<file path="src/rtl/tt_capture_if.sv">
// Hex-digit stream carrying the captured truth table, most significant nibble first.
// The producer drives valid/data and the consumer drives ready.
interface tt_capture_if;
    logic       nib_valid;
    logic       nib_ready;
    logic [3:0] nib_data;

    modport master (output nib_valid, output nib_data, input nib_ready);
    modport slave  (input nib_valid, input nib_data, output nib_ready);
endinterface

</file>
<file path="src/rtl/tt_capture.sv">
// Sweeps x over all 128 patterns, records f into a truth table, streams it out as
// 32 hex nibbles, then compares it against an expected table.
module tt_capture #(
    parameter int SETTLE = 1
) (
    input  logic               clk,
    input  logic               rst,
    input  logic               start,
    output logic [6:0]         x,
    input  logic               f,
    input  logic [127:0]       exp_tt,
    output logic               busy,
    output logic [127:0]       tt,
    tt_capture_if.master       nib,
    output logic               done,
    output logic               match
);

    typedef enum logic [1:0] {IDLE, HOLD, EMIT, FIN} state_t;

    localparam logic [3:0] SETTLE_C = 4'(SETTLE);

    state_t     state, state_nx;
    logic [6:0] idx;
    logic [3:0] cnt;
    logic [4:0] k;

    logic sample_now;
    logic last_pat;
    logic handshake;

    assign sample_now = (state == HOLD) && (cnt == SETTLE_C);
    assign last_pat   = (idx == 7'd127);
    assign handshake  = nib.nib_valid && nib.nib_ready;

    // NOTE: sequential state uses non-blocking assignments only; reset is synchronous
    // and checked first so it overrides start and every transition.
    always_ff @(posedge clk) begin
        if (rst) state <= IDLE;
        else     state <= state_nx;
    end

    // NOTE: next state defaults to the current state before the case, so no path
    // through this block leaves state_nx unassigned and no latch is inferred.
    always_comb begin
        state_nx = state;
        case (state)
            IDLE: if (start)                  state_nx = HOLD;
            HOLD: if (sample_now && last_pat) state_nx = EMIT;
            EMIT: if (handshake && k == 5'd31) state_nx = FIN;
            FIN:                              state_nx = IDLE;
            default:                          state_nx = IDLE;
        endcase
    end

    always_ff @(posedge clk) begin
        if (rst) begin
            idx   <= '0;
            cnt   <= '0;
            k     <= '0;
            tt    <= '0;
            match <= 1'b0;
        end else begin
            case (state)
                IDLE: if (start) begin
                    idx   <= '0;
                    cnt   <= '0;
                    k     <= '0;
                    tt    <= '0;
                    match <= 1'b0;
                end
                HOLD: if (sample_now) begin
                    tt[idx] <= f;
                    cnt     <= '0;
                    if (!last_pat) idx <= idx + 7'd1;
                end else begin
                    cnt <= cnt + 4'd1;
                end
                EMIT: if (handshake && k != 5'd31) k <= k + 5'd1;
                FIN:  match <= (tt == exp_tt);
                default: ;
            endcase
        end
    end

    assign busy = (state != IDLE);
    assign done = (state == FIN);
    assign x    = (state == HOLD) ? idx : 7'd0;

    // {~k, 2'b11} equals 127 - 4k, the top bit of nibble k counted from the MSB end.
    assign nib.nib_valid = (state == EMIT);
    assign nib.nib_data  = (state == EMIT) ? tt[{~k, 2'b11} -: 4] : 4'd0;

endmodule

</file>
<file path="src/flat_wrapper.sv">
// flat-port wrapper written by rule: the top's interface ports become plain ports
module tt_capture_flat 
#(
    parameter int SETTLE = 1
)
  (clk, rst, start, x, f, exp_tt, busy, tt, done, match, nib_nib_valid, nib_nib_data, nib_nib_ready);
  tt_capture_if nib_i ();
  input  logic clk;
  input  logic rst;
  input  logic start;
  output logic [6:0] x;
  input  logic f;
  input  logic [127:0] exp_tt;
  output logic busy;
  output logic [127:0] tt;
  output logic done;
  output logic match;
  output wire logic [$bits(nib_i.nib_valid)-1:0] nib_nib_valid;
  output wire logic [$bits(nib_i.nib_data)-1:0] nib_nib_data;
  input wire logic [$bits(nib_i.nib_ready)-1:0] nib_nib_ready;
  assign nib_nib_valid = nib_i.nib_valid;
  assign nib_nib_data = nib_i.nib_data;
  assign nib_i.nib_ready = nib_nib_ready;
  tt_capture #(.SETTLE(SETTLE)) u_core (.clk(clk), .rst(rst), .start(start), .x(x), .f(f), .exp_tt(exp_tt), .busy(busy), .tt(tt), .nib(nib_i), .done(done), .match(match));
endmodule
</file>
<file path="config.mk">
export PLATFORM = sky130hd
export DESIGN_NAME = tt_capture_flat
export DESIGN_NICKNAME = d
export VERILOG_FILES = /design/src/rtl/tt_capture_if.sv /design/src/rtl/tt_capture.sv /design/src/flat_wrapper.sv
export SDC_FILE = /design/constraint.sdc
export NUM_CORES = 1
export LEC_CHECK = 0
export CORE_MARGIN = 5
export CORE_UTILIZATION = 35
export CTS_CLUSTER_DIAMETER = 100
export DETAILED_ROUTE_END_ITERATION = 6
export GPL_TIMING_DRIVEN = 0
export PLACE_DENSITY_LB_ADDON = 0.12
export SLEW_MARGIN = 20
export SYNTH_ARGS = -nofsm -noshare
export SYNTH_HDL_FRONTEND = slang
export SYNTH_SLANG_ARGS = --single-unit
</file>
<file path="constraint.sdc">
create_clock -name clk -period 6.6 [get_ports clk]
set_clock_uncertainty 0.05 [all_clocks]
set_input_delay 1.98 -clock clk [delete_from_list [all_inputs] [get_ports clk]]
set_output_delay 1.98 -clock clk [all_outputs]
set_load 0.1 [all_outputs]
</file>
# --- Yosys cells after proc, flatten, opt, wreduce, memory -nomap -nowiden ---
# Index checks and enable logic that the tools add are counted.
# W data, S select, Z words.
totals:
  register_bits: 147
  input_bits: 133
  output_inout_bits: 143
  elab_cells: 68
op_classes:
  addsub: 3
  magnitude_cmp: 2
  eq_ne: 14
  shift: 1
  muxes: 24
  bitwise: 1
  n_reduce_logical: 17
ops:
  columns: ["op", "count"]
  rows:
  - ["$mux W128", 2]
  - ["$pmux W128 S2", 1]
  - ["$shiftx A131 B8 Y4", 1]
  - ["$bwmux W128", 1]
  - ["$eq A128 B128 Y1", 1]
  - ["$mux W7", 4]
  - ["$pmux W7 S2", 1]
  - ["$mux W4", 3]
  - ["$mux W5", 2]
  - ["$ne A2 B2 Y1 const B", 5]
  - ["$pmux W5 S2", 1]
  - ["$reduce_and A3 Y1", 3]
  - ["$lt A7 B8 Y1 const B", 1]
  - ["$pmux W2 S4", 1]
  - ["$pmux W4 S2", 1]
  - ["$reduce_bool A2 Y1", 4]
  - ["$add A7 B1 Y7 const B", 1]
  - ["$demux W1 S7", 1]
  - ["$eq A7 B7 Y1 const B", 1]
  - ["$ge A7 B1 Y1 const B", 1]
  - ["$logic_and A1 B1 Y1", 6]
  - ["$mux W2", 3]
  - ["$add A5 B1 Y5 const B", 1]
  - ["$eq A5 B5 Y1 const B", 1]
  - ["other kinds (12)", 15]

# --- Logic depth before layout (Yosys ltp) ---
# Gate-level depths: netlist (run 1).
depth:
  depth_word: 7
  mapped_depth: 10

# --- Least setup slack after synthesis (run 1) ---
# Ideal clock, no wire load.
synth_timing:
  path_kind: "flip-flop to output port"
  startpoint: "register u_core.tt[42]"
  endpoint: "output nib_nib_data[2]"
  arrival_ps: 2459
  path_slack_ps: 2111
  path_stages_with_launch: 5
  cell_sequence: "dfxtp_1 mux4_2 mux4_2 nand2b_1 and3_1"
synth_via:
  elab_chain_len: 2
synth_rtl:
  columns: ["item", "line", "source"]
  rows:
  - ["from (decl)", "tt_capture.sv:13", "output logic [127:0] tt,"]
  - ["from (signal assigned)", "tt_capture.sv:61", "tt <= '0;"]
  - ["from (signal assigned)", "tt_capture.sv:69", "tt <= '0;"]
  - ["from (signal, indexed assignment)", "tt_capture.sv:73", "tt[idx] <= f;"]
  - ["$shiftx A131 B8 Y4", "tt_capture.sv:92", "assign nib.nib_data = (state == EMIT) ? tt[{~k, 2'b11} -: 4] : 4'd0;"]
  - ["$mux W4", "tt_capture.sv:92", null]
  - ["to (decl)", "flat_wrapper.sv:19", "output wire logic [$bits(nib_i.nib_data)-1:0] nib_nib_data;"]
# No other way between the ends.

# --- Worst setup path in the final report (run 1) ---
layout_timing:
  startpoint: "register u_core.k[1]"
  endpoint: "output nib_nib_data[3]"
layout_via:
  elab_chain_len: 3
layout_rtl:
  columns: ["item", "line", "source"]
  rows:
  - ["from (decl)", "tt_capture.sv:26", "logic [4:0] k;"]
  - ["from (signal assigned)", "tt_capture.sv:79", "EMIT: if (handshake && k != 5'd31) k <= k + 5'd1;"]
  - ["$not A5 Y5", "tt_capture.sv:92", null]
  - ["$shiftx A131 B8 Y4", "tt_capture.sv:92", null]
  - ["$mux W4", "tt_capture.sv:92", null]
# No other way between the ends.

==> flow_summary_export.csv, run 1 <==
group,metric,value,unit
grt,use_met1,45.87,%
power_and_ir_drop,internal_power,1.801,mW
grt,antenna_found_initial,2,
power_and_ir_drop,p_leak,4.091,nW
grt,grt_start_max_net_pins,17,
yosys,yosysSeqAreaShare,31.60,%
worst_setup_path,start_kind,"flip-flop",
finish,nFillCells,2582,
yosys,syn-num-nets,1200,
sta,hold_violations,0,
grt,grt_use_met3,8.646,%
power_and_ir_drop,combPwrFrac,32.3,%
clocking,cts_num_sinks,147,
detailed_routing,dr.pass1.iters,5,
yosys,synth_edf_count,0,
yosys,synth_top_area_cell,"dfxtp_1",
finish,area_growth,40.79,%
sta,setup_viol,0,
detailed_routing,drt-initial-drc-count,1392,
die,dieArea,29970,µm²
grt,grt_use_total,33.21,%
worst_setup_path,crit_path_end_kind,"output port",
yosys,synth_xor_area_share,8.088,%
grt,grt_pass1_wl,73710,µm
detailed_routing,drt-total-wl,51660,µm
yosys,synth-adder-area-share,1.344,%
grt,use_met2,49.02,%
grt,grt_busiest_layer,"met2",
place,gp_congestion,0.9967,
clocking,clkTransAtPathRegs,70,ps
worst_setup_path,crit_fanout,10,
power_and_ir_drop,switchingPower,1.129,mW
outcome,outcome,"completed",
finish,design_area,13110,µm²
detailed_routing,route.vias.total,10770,
die,core,26130,µm²
grt,grt_pass1_vias,10350,
yosys,synth_area,9313,µm²
yosys,avgSynthCellArea,8.810,µm²
clocking,cts_buffers,17,
grt,overflow,0,
yosys,synth_warnings,0,
sta,max_slew.worst_pin.slew,1093,ps
yosys,ys_types,50,
place,dpl-instance-area,12490,µm²
clocking,clk_latency,440,ps
sta,drv_slew,0,
worst_setup_path,crit_arrival,4070,ps
worst_hold_path,hp-class,"reg2reg",
power_and_ir_drop,pwr-share-seq,31.4,%
place,place_hpwl,39970,µm
die,rows,59,
worst_setup_path,critPathTopFamily,"buffers and inverters",
clocking,clk_path_buf_depth,2,
power_and_ir_drop,p_sw_share,38.54,%
power_and_ir_drop,powerDensity,223.4,nW/µm²
die,start_util,35.64,%
clocking,root_buffer,"clkbuf_16",
finish,multi_input_area,5709,µm²
clocking,postCtsSetupRepairBufs,0,
finish,drive_gt1_share,6.305,%
place,portBuffers,275,
worst_setup_path,crit_type,"reg2out",
yosys,netlist_top_cells_count,"dfxtp_1 (147), a21oi_1 (132), or3_1 (126)",
worst_setup_path,cp_cell_sequence,"buf_2 -> buf_2 -> clkbuf_1 -> mux4_2 -> mux2i_1 -> a22oi_1 -> and3_1 -> clkdlybuf4s50_1",
yosys,synth_top_area_share,31.60,%
yosys,synthSimpleGateAreaFrac,19.37,%
yosys,syn_inst,1057,
sta,tns,0,ps
worst_setup_path,critPathMostFrequentCell,"buf_2",
worst_setup_path,crit_required,4570,ps
clocking,cts_tree,"built",
yosys,synth-compound-area-share,22.14,%
yosys,synthArstFlopShare,0,%
power_and_ir_drop,vdd_drop_max,164.4,µV
worst_setup_path,critPathMaxStageDelay,1180,ps
clocking,ctsHtreeMaxLevel,4,
worst_setup_path,slowest_stage,"clkdlybuf4s50_1",
yosys,synth_flop_cell,"dfxtp_1",
detailed_routing,drc_errors,0,
worst_setup_path,crit_buf_inv,4,
sta,slew_headroom,27.10,%
detailed_routing,antenna_left,0,
detailed_routing,via_per_inst,6.330,
sta,fmax,164.1,MHz
yosys,synth_top_family_by_area,"compound AO/OA/AOI/OAI gates",
flow_run,cap_violations,0,
sta,rsz0062_at_grt,"false",
yosys,synthMuxAreaShare,10.30,%
finish,register_area,2943,µm²
yosys,ys_ff_latch,147,
clocking,hold_buffers,0,
sta,finalCriticalPeriod,6095,ps
die,die_w,173.1,µm
die,io_pins,276,
power_and_ir_drop,clkPwrFrac,36.3,%
detailed_routing,wire_per_inst,30.37,µm
yosys,synth.area.top_cells,"dfxtp_1 (32%), o211ai_1 (10%), or3_1 (8.5%)",
clocking,cts_resized,0,
finish,nets,1494,
sta,period_share,92.35,%
yosys,yosysMostFrequentCell,"dfxtp_1",
die,die_h,173.1,µm
==> worst paths after layout <==
check | start | to | slack (ps) | depth (start not counted)
max | u_core.k[1]$_SDFFE_PP0P_ | nib_nib_data[3] | 500 | 8
min | u_core.match$_SDFFE_PP0P_ | u_core.match$_SDFFE_PP0P_ | 470 | 2
max reg2reg | u_core.state[1]$_SDFFE_PP0P_ | u_core.tt[3]$_SDFFE_PP0P_ | 3710 | 8
min reg2reg | u_core.match$_SDFFE_PP0P_ | u_core.match$_SDFFE_PP0P_ | 470 | 2
==> power groups by stage <==
stage / clock (mW) / sequential [mW] / combinational, mW
after floorplan: 0 / 0.942 / 0.541
after global placement: 0 / 0.940 / 0.906
after detailed placement: 0 / 0.940 / 0.913
after CTS: 1.06 / 0.920 / 0.916
after global routing: 1.09 / 0.922 / 0.984
final: 1.06 / 0.920 / 0.947
==> through the flow <==
stage	total power [mW]	hold slack, ps	worst slack (ps)	utilization [%]	cells
3_5_place_dp	1.853	458.7	1008	47.79	1667
3_3_place_gp	1.846	453.7	1013	47.77	1667
2_1_floorplan	1.484	458.7	2111	-	1057
4_1_cts	2.894	471.5	554.5	50.15	1699
5_1_grt	2.994	499.0	406.7	50.17	1701
6_report	2.930	466.5	504.6	50.17	1701
==> metal layers <==
layer / vias up / wire (µm)
li1: 4568 / -
met1: 5210 / 20970
met2: 847 / 21770
met3: 142 / 6424
met4: 0 / 2496
met5: - / 0
==> cells by family after synthesis <==
kind of cell | Yosys count
multiplexers | 47
AO/OA/AOI/OAI | 314
AND/OR/NAND/NOR | 293
buffers and inverters | 160
XOR/XNOR | 86
flip-flops | 147
adder cells (fa/ha/maj) | 10
==> final cells by class <==
cell class | count | share of cell area (%)
Clock buffer | 19 | 3.378
Inverter | 53 | 1.517
Timing Repair Buffer | 275 | 20.99
Antenna cell | 2 | 0.03817
Multi-Input combinational cell | 750 | 43.54
Buffer | 107 | 3.560
Sequential cell | 147 | 22.44
Clock inverter | 13 | 1.326
Tap cell | 335 | 3.197
==> worst register-to-register path: stages, from the launching register on <==
cell and delay, ps:
dfxtp_1 340, inv_1 100, ha_1 280, inv_1 180
nand3_1 140, clkbuf_1 660, clkbuf_1 670, o211ai_1 200
a21oi_1 190
==> sequential cells by signal (all words and copies together) (netlist names) <==
name,count
u_core.cnt,4
u_core.tt,128
u_core.match,1
u_core.idx,7
u_core.k,5
u_core.state,2
==> cell usage in the layout (no fill, tap or decap), types with 5 or more instances in the layout <==
cell / instances
clkdlybuf4s50_1: 275
o211ai_1: 125
mux4_1: 9
buf_2: 10
nor4_1: 16
o2bb2ai_1: 5
inv_1: 53
nand4_1: 17
xor2_1: 44
nor2b_1: 6
clkbuf_16: 17
o2111ai_1: 8
nor3_1: 12
and2_1: 7
ha_1: 10
mux2i_1: 10
a221oi_1: 9
mux4_2: 27
nand2_1: 13
clkbuf_1: 89
nor2_1: 16
dfxtp_1: 147
nand3_4: 5
xnor2_1: 42
or3_1: 126
o22ai_1: 13
and3_1: 5
a21oi_1: 132
nand2b_1: 34
nand3_1: 22
clkinvlp_4: 5
a22o_1: 5
Power figures use the tool's default switching activity.
==> run 2, diff against run 1 <==
--- a/config.mk
+++ b/config.mk
@@ -15,3 +15,4 @@
 export SYNTH_ARGS = -nofsm -noshare
 export SYNTH_HDL_FRONTEND = slang
 export SYNTH_SLANG_ARGS = --single-unit
+export TNS_END_PERCENT = 20
==> results of run 2 <==
The final DEF is identical to that of run 1; final timing and power are the same.
